### config.mk
export PLATFORM = sky130hd
export DESIGN_NAME = idma_obi_write_tracker
export DESIGN_NICKNAME = d
export VERILOG_FILES = /design/src/rtl/idma_obi_write_tracker.sv
export SDC_FILE = /design/constraint.sdc
export NUM_CORES = 1
export LEC_CHECK = 0
export ABC_CLOCK_PERIOD_IN_PS = 5700
export CORE_ASPECT_RATIO = 1.25
export CORE_MARGIN = 4
export CORE_UTILIZATION = 28
export DETAILED_ROUTE_END_ITERATION = 10
export GPL_TIMING_DRIVEN = 0
export PLACE_DENSITY = 0.84
export SETUP_SLACK_MARGIN = 0.3
export SYNTH_ARGS = -nofsm -noshare
export SYNTH_HDL_FRONTEND = slang
export SYNTH_SLANG_ARGS = --single-unit
### constraint.sdc
create_clock -name clk_i -period 5.7 [get_ports clk_i]
set_input_delay 0.855 -clock clk_i [delete_from_list [all_inputs] [get_ports clk_i]]
set_output_delay 0.855 -clock clk_i [all_outputs]
set_load 0.01 [all_outputs]
### src/rtl/idma_obi_write_tracker.sv
// Write-side OBI manager: issues write beats as OBI A-channel requests with bounded
// outstanding count and folds in-order R responses into one response per burst.
module idma_obi_write_tracker #(
  parameter int unsigned AddrWidth      = 32,
  parameter int unsigned DataWidth      = 32,
  parameter int unsigned IdWidth        = 1,
  parameter int unsigned MaxOutstanding = 4,
  parameter int unsigned ErrorSupport   = 1,
  localparam int unsigned StrbWidth     = DataWidth / 8,
  localparam int unsigned CntWidth      = $clog2(MaxOutstanding + 1)
) (
  input  logic                 clk_i,
  input  logic                 rst_ni,
  input  logic [IdWidth-1:0]   aid_i,
  input  logic                 beat_valid_i,
  output logic                 beat_ready_o,
  input  logic [AddrWidth-1:0] beat_addr_i,
  input  logic [DataWidth-1:0] beat_data_i,
  input  logic [StrbWidth-1:0] beat_strb_i,
  input  logic                 beat_last_i,
  output logic                 obi_req_o,
  input  logic                 obi_gnt_i,
  output logic [AddrWidth-1:0] obi_addr_o,
  output logic                 obi_we_o,
  output logic [StrbWidth-1:0] obi_be_o,
  output logic [DataWidth-1:0] obi_wdata_o,
  output logic [IdWidth-1:0]   obi_aid_o,
  input  logic                 obi_rvalid_i,
  output logic                 obi_rready_o,
  input  logic                 obi_err_i,
  output logic                 rsp_valid_o,
  input  logic                 rsp_ready_i,
  output logic                 rsp_error_o,
  output logic [CntWidth-1:0]  outstanding_o,
  output logic                 busy_o
);

  localparam int unsigned        PtrWidth = (MaxOutstanding > 1) ? $clog2(MaxOutstanding) : 1;
  localparam logic [CntWidth-1:0] MaxCnt  = CntWidth'(MaxOutstanding);
  localparam logic [PtrWidth-1:0] PtrLast = PtrWidth'(MaxOutstanding - 1);
  localparam logic                ErrEn   = (ErrorSupport != 0);

  typedef enum logic {
    IDLE = 1'b0,
    RSP  = 1'b1
  } state_e;

  state_e                    r_state;
  logic [CntWidth-1:0]       r_cnt;
  logic [MaxOutstanding-1:0] r_last_fifo;
  logic [PtrWidth-1:0]       r_wptr;
  logic [PtrWidth-1:0]       r_rptr;
  logic                      r_err_acc;
  logic                      r_rsp_error;

  logic w_a_hs;
  logic w_r_hs;
  logic w_r_take;
  logic w_pop_last;
  logic w_err;

  function automatic logic [PtrWidth-1:0] ptr_inc(input logic [PtrWidth-1:0] p);
    return (p == PtrLast) ? '0 : p + PtrWidth'(1);
  endfunction

  // A channel is a zero-latency pass-through gated only by the outstanding limit
  assign obi_req_o    = beat_valid_i & (r_cnt < MaxCnt);
  assign beat_ready_o = obi_req_o & obi_gnt_i;
  assign obi_addr_o   = beat_addr_i;
  assign obi_be_o     = beat_strb_i;
  assign obi_wdata_o  = beat_data_i;
  assign obi_aid_o    = aid_i;
  assign obi_we_o     = 1'b1;

  assign obi_rready_o = (r_state == IDLE) | rsp_ready_i;
  assign w_a_hs       = beat_ready_o;
  assign w_r_hs       = obi_rvalid_i & obi_rready_o;
  // A stray response with nothing in flight must not disturb any state
  assign w_r_take     = w_r_hs & (r_cnt != '0);
  assign w_pop_last   = r_last_fifo[r_rptr];
  assign w_err        = ErrEn & obi_err_i;

  assign rsp_valid_o   = (r_state == RSP);
  assign rsp_error_o   = r_rsp_error;
  assign outstanding_o = r_cnt;
  assign busy_o        = (r_cnt != '0) | rsp_valid_o;

  always_ff @(posedge clk_i or negedge rst_ni) begin
    if (!rst_ni) begin
      r_cnt       <= '0;
      r_wptr      <= '0;
      r_rptr      <= '0;
      r_last_fifo <= '0;
    end else begin
      if (w_a_hs) begin
        r_last_fifo[r_wptr] <= beat_last_i;
        r_wptr              <= ptr_inc(r_wptr);
      end
      if (w_r_take) begin
        r_rptr <= ptr_inc(r_rptr);
      end
      if (w_a_hs && !w_r_take) begin
        r_cnt <= r_cnt + CntWidth'(1);
      end else if (!w_a_hs && w_r_take) begin
        r_cnt <= r_cnt - CntWidth'(1);
      end
    end
  end

  // A last-beat response taken while RSP is being acknowledged re-arms RSP directly
  always_ff @(posedge clk_i or negedge rst_ni) begin
    if (!rst_ni) begin
      r_state     <= IDLE;
      r_err_acc   <= 1'b0;
      r_rsp_error <= 1'b0;
    end else begin
      if (w_r_take && w_pop_last) begin
        r_rsp_error <= r_err_acc | w_err;
        r_err_acc   <= 1'b0;
        r_state     <= RSP;
      end else begin
        if (w_r_take) begin
          r_err_acc <= r_err_acc | w_err;
        end
        if ((r_state == RSP) && rsp_ready_i) begin
          r_state <= IDLE;
        end
      end
    end
  end

  a_no_rsp_without_outstanding : assert property (
    @(posedge clk_i) disable iff (!rst_ni) !(w_r_hs && (r_cnt == '0))
  );

endmodule

# After elaboration in Yosys (flattened, before gate mapping)
# Cells that the tools add are included.
# classes
add_sub_neg	4
order_cmp	4
eq_ne	2
muxes	13
bitwise_logic	8
reduce_logical	11
# op_table
operator	n
2-bit by 3-bit less-than comparator with 1-bit output, second input constant	2
1-bit two-way mux	6
3-bit two-way mux	2
2-bit nonzero test	3
1-bit logical AND	5
2-bit by 1-bit adder with 2-bit output, second input constant	2
1-bit bitwise AND	4
4-bit bitwise mux	1
2-bit equality test, second input constant	2
2-bit two-way mux	2
3-bit by 1-bit adder with 3-bit output, second input constant	1
3-bit less-than comparator, second input constant	1
1-bit OR	3
3-bit nonzero test	1
3-bit by 1-bit subtractor with 3-bit output, second input constant	1
1-bit binary-select mux with 2-bit select	1
1-bit demux with 2-bit select	1
2-bit by 1-bit greater-or-equal comparator with 1-bit output, second input constant	1
1-bit zero test	2
1-bit NOT	1
# word_totals
ff_bits	14
input_bits	77
out_inout_bits	79
elab_cells	49

# Depth between registers and ports, before layout
# Gate-level depths: netlist (run 1).
# logic_depth
word_depth	7
ltp_mapped	8
mapped_depth_nobuf	8

# Worst setup path before layout (run 1)
# Ideal clock, no wire load.
# synth_path
path_type	input to register
start	input port rsp_ready_i
end	register r_cnt[2] (netlist: outstanding_o[2])
setup_time_ps	79
arrival_time_ps	2185
required_time_ps	5621
slack_ps	3436
cell_stages	8
path_buffers	0
cell_sequence	nand2b_1 > nand3_2 > ha_1 > inv_1 > fa_1 > xor2_1 > nor2_1 > xor2_1
# synth_via
elab_chain_len	6
elab_cells_between_ends	8
classes_between	1 x mux; 3 x bitwise; 4 x reduce/logical
# synth_lines
item	line	rtl
from (decl)	32	input logic rsp_ready_i,
1-bit OR (*)	75	assign obi_rready_o = (r_state == IDLE) | rsp_ready_i;
1-bit bitwise AND (*)	77	assign w_r_hs = obi_rvalid_i & obi_rready_o;
1-bit bitwise AND (*)	79	assign w_r_take = w_r_hs & (r_cnt != '0);
1-bit zero test	102	if (w_a_hs && !w_r_take) begin
1-bit logical AND	102	
3-bit two-way mux or 2-bit nonzero test (tied branches)	--	
to (signal assigned)	103	r_cnt <= r_cnt + CntWidth'(1);
to (signal assigned)	105	r_cnt <= r_cnt - CntWidth'(1);
to (decl)	49	logic [CntWidth-1:0] r_cnt;
# Mark *: on every way between the ends. The rest lies on a longest branch, timed or not.
# A chain may end at the register's enable or synchronous reset.

# Worst setup path in the final report (run 1)
# layout_path
start	input port beat_valid_i
end	output port beat_ready_o
# layout_via
elab_chain_len	2
# layout_lines
item	line	rtl
from (decl)	15	input logic beat_valid_i,
1-bit bitwise AND	67	assign obi_req_o = beat_valid_i & (r_cnt < MaxCnt);
1-bit bitwise AND	68	assign beat_ready_o = obi_req_o & obi_gnt_i;
to (decl)	16	output logic beat_ready_o,
# No other way between the ends.

==> results of run 1 <==
[layer usage]
metal	vias to the layer above	track usage	part of all wire
met5	-	0	0
met4	0	0.0325	0.0087
met3	3	0.0474	0.19
met2	84	0.218	0.53
met1	464	0.0964	0.27
li1	519	-	-
[cell usage after synthesis, types with 2 or more instances]
| cell | number | share of area |
|---|---|---|
| buf_4 | 71 | 0.42 |
| mux2_2 | 7 | 0.063 |
| nor2_1 | 4 | 0.012 |
| o21ai_0 | 2 | 0.0079 |
| xor2_1 | 2 | 0.014 |
| ha_1 | 6 | 0.060 |
| dfrtp_1 | 14 | 0.28 |
| nand2_1 | 7 | 0.021 |
| inv_1 | 4 | 0.012 |
[per-stage QoR]
stage / utilization / instance area, um^2 / instances / power (mW) / setup WS, ps
after floorplan: - / 1260 / 131 / 0.376 / 3440
after global placement: 0.497 / 2180 / 274 / 0.503 / 2630
after detailed placement: 0.497 / 2180 / 274 / 0.516 / 2630
after CTS: 0.510 / 2240 / 278 / 0.613 / 2620
after global routing: 0.510 / 2240 / 278 / 0.654 / 2590
final: 0.510 / 2240 / 278 / 0.600 / 2640
[registers in the layout (all words and copies together) (netlist names)]
signal and cells:
outstanding_o 3, r_err_acc 1, r_last_fifo 4, r_rptr 2
r_wptr 2, rsp_error_o 1, rsp_valid_o 1
[layout by cell type, fill, tap and decap left out, drive strengths merged, types with 2 or more instances in the layout]
cell type / count
mux2: 7
dfrtp: 14
nor2: 4
ha: 6
clkdlybuf4s50: 85
inv: 4
clkbuf: 4
xor2: 2
o21ai: 2
buf: 71
nand2: 7
[layout make-up]
| type | count | area, um^2 | area share |
|---|---|---|---|
| multi-input combinational | 42 | 363 | 0.162 |
| buffer | 71 | 533 | 0.238 |
| clock buffer | 4 | 55.1 | 0.0246 |
| timing repair buffer | 85 | 851 | 0.380 |
| inverter | 4 | 15.0 | 0.00670 |
| tap | 58 | 72.6 | 0.0324 |
| sequential | 14 | 350 | 0.156 |
[cell families after synthesis]
group	Yosys count	share of synthesized area
fa+ha+maj	7	0.0754
xor+xnor	3	0.0208
compound gates	3	0.0159
simple gates	19	0.0843
buf+inv	75	0.435
mux	9	0.0883
flops	14	0.278
other cells	1	0.00297
[where the power goes]
| part | switching, mW | total, mW | leakage (nW) | internal, mW |
|---|---|---|---|---|
| sequential | 0.0419 | 0.191 | 0.167 | 0.149 |
| clock | 0.0339 | 0.0950 | 0.0288 | 0.0611 |
| combinational | 0.114 | 0.314 | 0.859 | 0.200 |
[worst register-to-register path, cell delays in order (launching register included)]
cell and delay [ps]:
dfrtp_1 430, or3_4 430, nand3_2 120, ha_1 190, inv_1 60, fa_1 370
xor2_1 150, nor2_1 110, xor2_1 150
[path summary, 6_finish.rpt]
check,from,end,cells after the start
min,r_last_fifo[0],r_last_fifo[0],1
min in group asynchronous,rst_ni,r_last_fifo[0],1
max in group asynchronous,rst_ni,outstanding_o[1],1
min reg2reg,r_last_fifo[0],r_last_fifo[0],1
max reg2reg,outstanding_o[2],outstanding_o[2],8
max,beat_valid_i,beat_ready_o,4
==> results.md, run 1 <==
- Worst-skew pair later-pin latency: between 200 and 250 ps
- Slowest cell on crit path: clkdlybuf4s50_1
- Initial antenna violation count: 0
- Vias: 1070
- Prevailing post-synth register cell: dfrtp_1
- Hold Violations, Final: 0
- DIE AREA: around 5600 um^2
- PortBufs: 85
- Final WL: around 3500 um
- P&R area growth vs syn: 77.6%
- Core box area: 4390 um^2
- Endpoints failing setup: 0
- Final #Nets: 305
- Synth unique cells: 23
- Fill cells: approximately 400
- Fmax: between 0.3 and 0.4 GHz
- Vias in the first global route: 1063
- Delay-heaviest family, CP: buffers and inverters
- Worst slew margin relative to its limit: 0.574
- Hold Slack: 508 ps
- Power Density: 268 nW/um^2
- I/O Pins: between 150 and 200
- Maximum vdd drop: ~0.17 mV
- Least-Margin Pin Slew: 637 ps
- RSZ-0062 raised after global routing: no
- DRT iter0 DRCs: 14
- Syn Nets: roughly 220
- Max Transition Viols Final: 0
- Total Routing Usage GR: 0.112
- Setup TNS: 0 ps
- # diodes: 0
- Period utilisation layout: 0.537
- Cell Area, Synth: ~1300 um^2
- Critical Path End Type: primary output
- Hold Buf Count CTS: 0
- Clock Pin Slew Worst Setup and Hold Paths: around 60 ps
- #FFs+latches synth: 14
- Die X: slightly below 70 um
- Wire length of the first global-routing pass: a little under 5000 um
- HPWL Detailed: 3150 um
- Final ANT Viol Nets: 0
- DRC errors left: 0
- PostCTS Resize Cnt: 0
- TritonRoute pass-1 iters: 4
- Worst path arrival time: 2210 ps
- Root Buffer: clkbuf_8
- Total grt overflow: 0
- WL/cell: between 10 and 15 um
- CP Cell Sequence: clkdlybuf4s50_1, and3b_2, buf_4, clkdlybuf4s50_1
- Largest net degree at the start of global routing: 15
- Most used cell, CP: clkdlybuf4s50_1
- Synth warnings: 0
- Leakage: between 1 and 1.5 nW
- Hold Path Class: reg -> reg
- Max-cap viol count: 0
- Starting density of the core: 0.287
- CTS sink count: 14
- Critical path's largest stage delay: around 550 ps
- Final Skew: about 1.6 ps
- Avg Cell Area, Syn: approximately 9.6 um^2
- Startpoint type of the worst setup path: input pin
- Die height: 83.0 um
- Ys async rst share: 1.00
- CTS tree: yes
- Crit Path Max Fanout: 10
- Post-CTS Setup Bufs: 0
- Inserted Clock Buffers: 3
- Crit path time final: 3060 ps
- Synthesized instance count: approximately 130
- R2r setup slk: around 3600 ps
- CP Class: in -> out
- Proportion of layout cells with a drive suffix above 1: 0.400
- Routed vias/inst: 3.85
- Max clock buf depth: 2
- Post-synth EDFFs: 0
- Critical path buffer and inverter count: 3
- H-tree Lvls: 1
- Sequential share of the synthesized area: 0.278
- Final Wtd Congestion: 0.761
- CP required: between 4000 and 5000 ps
- Status: completed
- # rows: 27
Power figures use the tool's default switching activity.
==> run 2: changes to the inputs <==
Settings changed: ABC_CLOCK_PERIOD_IN_PS 5700 to 2800, CORE_UTILIZATION 28 to 24, PLACE_DENSITY 0.84 to 0.76.
Clock period 5.7 ns to 2.8 ns, I/O delays scaled along.
==> run 2 against run 1 <==
Sequential power rose by 100%. Clock skew rose by 0.73 ps. Worst setup slack got worse by 2100 ps. Critical path depth fell by 1. Register-to-register slack got worse by 2900 ps. Count of clock-buffer cells in the layout did not move. Critical path type is now reg -> out. Critical endpoint is now busy_o. Largest power group unchanged.
==> results.md, run 2 (synthesis gave the netlist of run 1 again) <==
- Status: completed
- Root Buffer: clkbuf_8
- Largest net degree at the start of global routing: 15 (unchanged)
- P&R area growth vs syn: 78.0%
- Wire length of the first global-routing pass: 4790 um (-2.4%)
- Endpoints failing setup: 0 (unchanged)
- Core box area: 5080 um^2 (+16%)
- HPWL Detailed: 3220 um (+2.0%)
- Crit Path Max Fanout: 5 (-5)
- Worst-skew pair later-pin latency: 240 ps (about the same)
- CTS tree: yes
- Commonest non-fill, non-tap cell in the layout: clkdlybuf4s50_1
- Number of flip-flops under the largest register name: 4 (unchanged)
- Critical Path End Type: primary output
- Startpoint type of the worst setup path: flop
- RSZ-0062 raised after global routing: no
- Final Wtd Congestion: 0.694 (-8.8%)
- H-tree Lvls: 1 (unchanged)
- DIE AREA: 6490 um^2 (+15%)
- Starting density of the core: 0.248 (-0.0389)
- PostCTS Resize Cnt: 0 (unchanged)
- Max-cap viol count: 0 (unchanged)
- CP Class: reg -> out
- Hold Buf Count CTS: 0 (unchanged)
- Most flops, register: r_last_fifo
- # diodes: 0 (unchanged)
- Total Routing Usage GR: 0.0941 (-0.0177)
- Least-Margin Pin Slew: 639 ps (+2.62 ps)
- Initial antenna violation count: 0 (unchanged)
- CTS sink count: 14 (unchanged)
- TritonRoute pass-1 iters: 2 (-2)
- Power Density: 546 nW/um^2 (+100%)
- Vias: 1074 (+0.37%)
- Proportion of layout cells with a drive suffix above 1: 0.400 (unchanged)
- Die height: 89.1 um (+7.2%)
- Worst slew margin relative to its limit: 0.572 (-0.00176)
- I/O Pins: 156 (unchanged)
- # rows: 29 (+7.4%)
- Max Transition Viols Final: 0 (unchanged)
- Final WL: 3540 um (+2.0%)
- CP required: 2380 ps (-2470 ps)
- Most frequent cells in the layout: 85 x clkdlybuf4s50_1, 71 x buf_4, 14 x dfrtp_1
- Leakage: 1.05 nW (unchanged)
- Maximum vdd drop: 0.352 mV (+110%)
- Final non-filler cell total: 282 (+1.4%)
- WL/cell: 12.5 um (+0.60%)
- Fmax: ~0.44 GHz
- DRC errors left: 0 (unchanged)
- Hold Violations, Final: 0 (unchanged)
- Inserted Clock Buffers: 3 (unchanged)
- Hold Slack: 509 ps (+1.11 ps)
- Routed vias/inst: 3.81 (-1.0%)
- Final #Nets: 305 (unchanged)
- Total grt overflow: 0 (unchanged)
- DRT iter0 DRCs: 9 (-5)
- Final ANT Viol Nets: 0 (unchanged)
- Final Skew: 2.37 ps (+0.732 ps)
- Cells after DPL: 278 (+1.5%)
- PortBufs: 85 (unchanged)
- Hold Path Class: reg -> reg
- Period utilisation layout: 0.813
- Post-CTS Setup Bufs: 0 (unchanged)
- Crit path time final: 2280 ps
- Clock Pin Slew Worst Setup and Hold Paths: 60 ps (about the same)
- Vias in the first global route: 1021 (-4.0%)
- Die X: 72.8 um (+7.1%)
- Setup TNS: 0 ps (unchanged)
- Max clock buf depth: 2 (unchanged)
- Worst path arrival time: 1860 ps (-350 ps)
## run 2: per-layer routing
layer	global-route usage	vias up	part of all wire
met4	0.0252	0	0.0054
met2	0.172	90	0.51
met3	0.0427	2	0.18
li1	-	518	-
met1	0.0964	464	0.31
met5	0	-	0
## run 2: per-stage QoR
step	setup slack (ps)	total power, mW	instance area, um^2	util
6_report	523	1.23	2240	0.442
5_1_grt	434	1.33	2240	0.442
4_1_cts	487	1.25	2240	0.442
3_5_place_dp	476	1.05	2190	0.431
3_3_place_gp	493	1.03	2190	0.431
2_1_floorplan	810	0.766	1260	-
## run 2: final timing paths
path,startpoint,end,slack [ps],cells after the start
setup / recovery,outstanding_o[2],busy_o,520,3
hold / removal,r_last_fifo[0],r_last_fifo[0],510,1
setup reg to reg,outstanding_o[2],outstanding_o[2],720,8
hold reg to reg,r_last_fifo[0],r_last_fifo[0],510,1
max in group asynchronous,rst_ni,r_err_acc,1810,1
min in group asynchronous,rst_ni,r_wptr[1],570,1
## run 2: layout make-up
cell class | count | area [um^2]
Buffer | 71 | 533
Clock buffer | 4 | 55.1
Fill cell | 499 | 2840
Inverter | 4 | 15.0
Multi-Input combinational cell | 42 | 363
Sequential cell | 14 | 350
Tap cell | 62 | 77.6
Timing Repair Buffer | 85 | 851
## run 2: report_power, final
| group | internal, mW | switching [mW] | total (mW) |
|---|---|---|---|
| logic | 0.409 | 0.237 | 0.646 |
| clock network | 0.124 | 0.0692 | 0.194 |
| registers | 0.304 | 0.0833 | 0.387 |
## run 2: worst max-delay path, stage by stage (launching register included)
cell	delay [ps]
dfrtp_1	420
or3_4	430
or2_2	280
clkdlybuf4s50_1	480
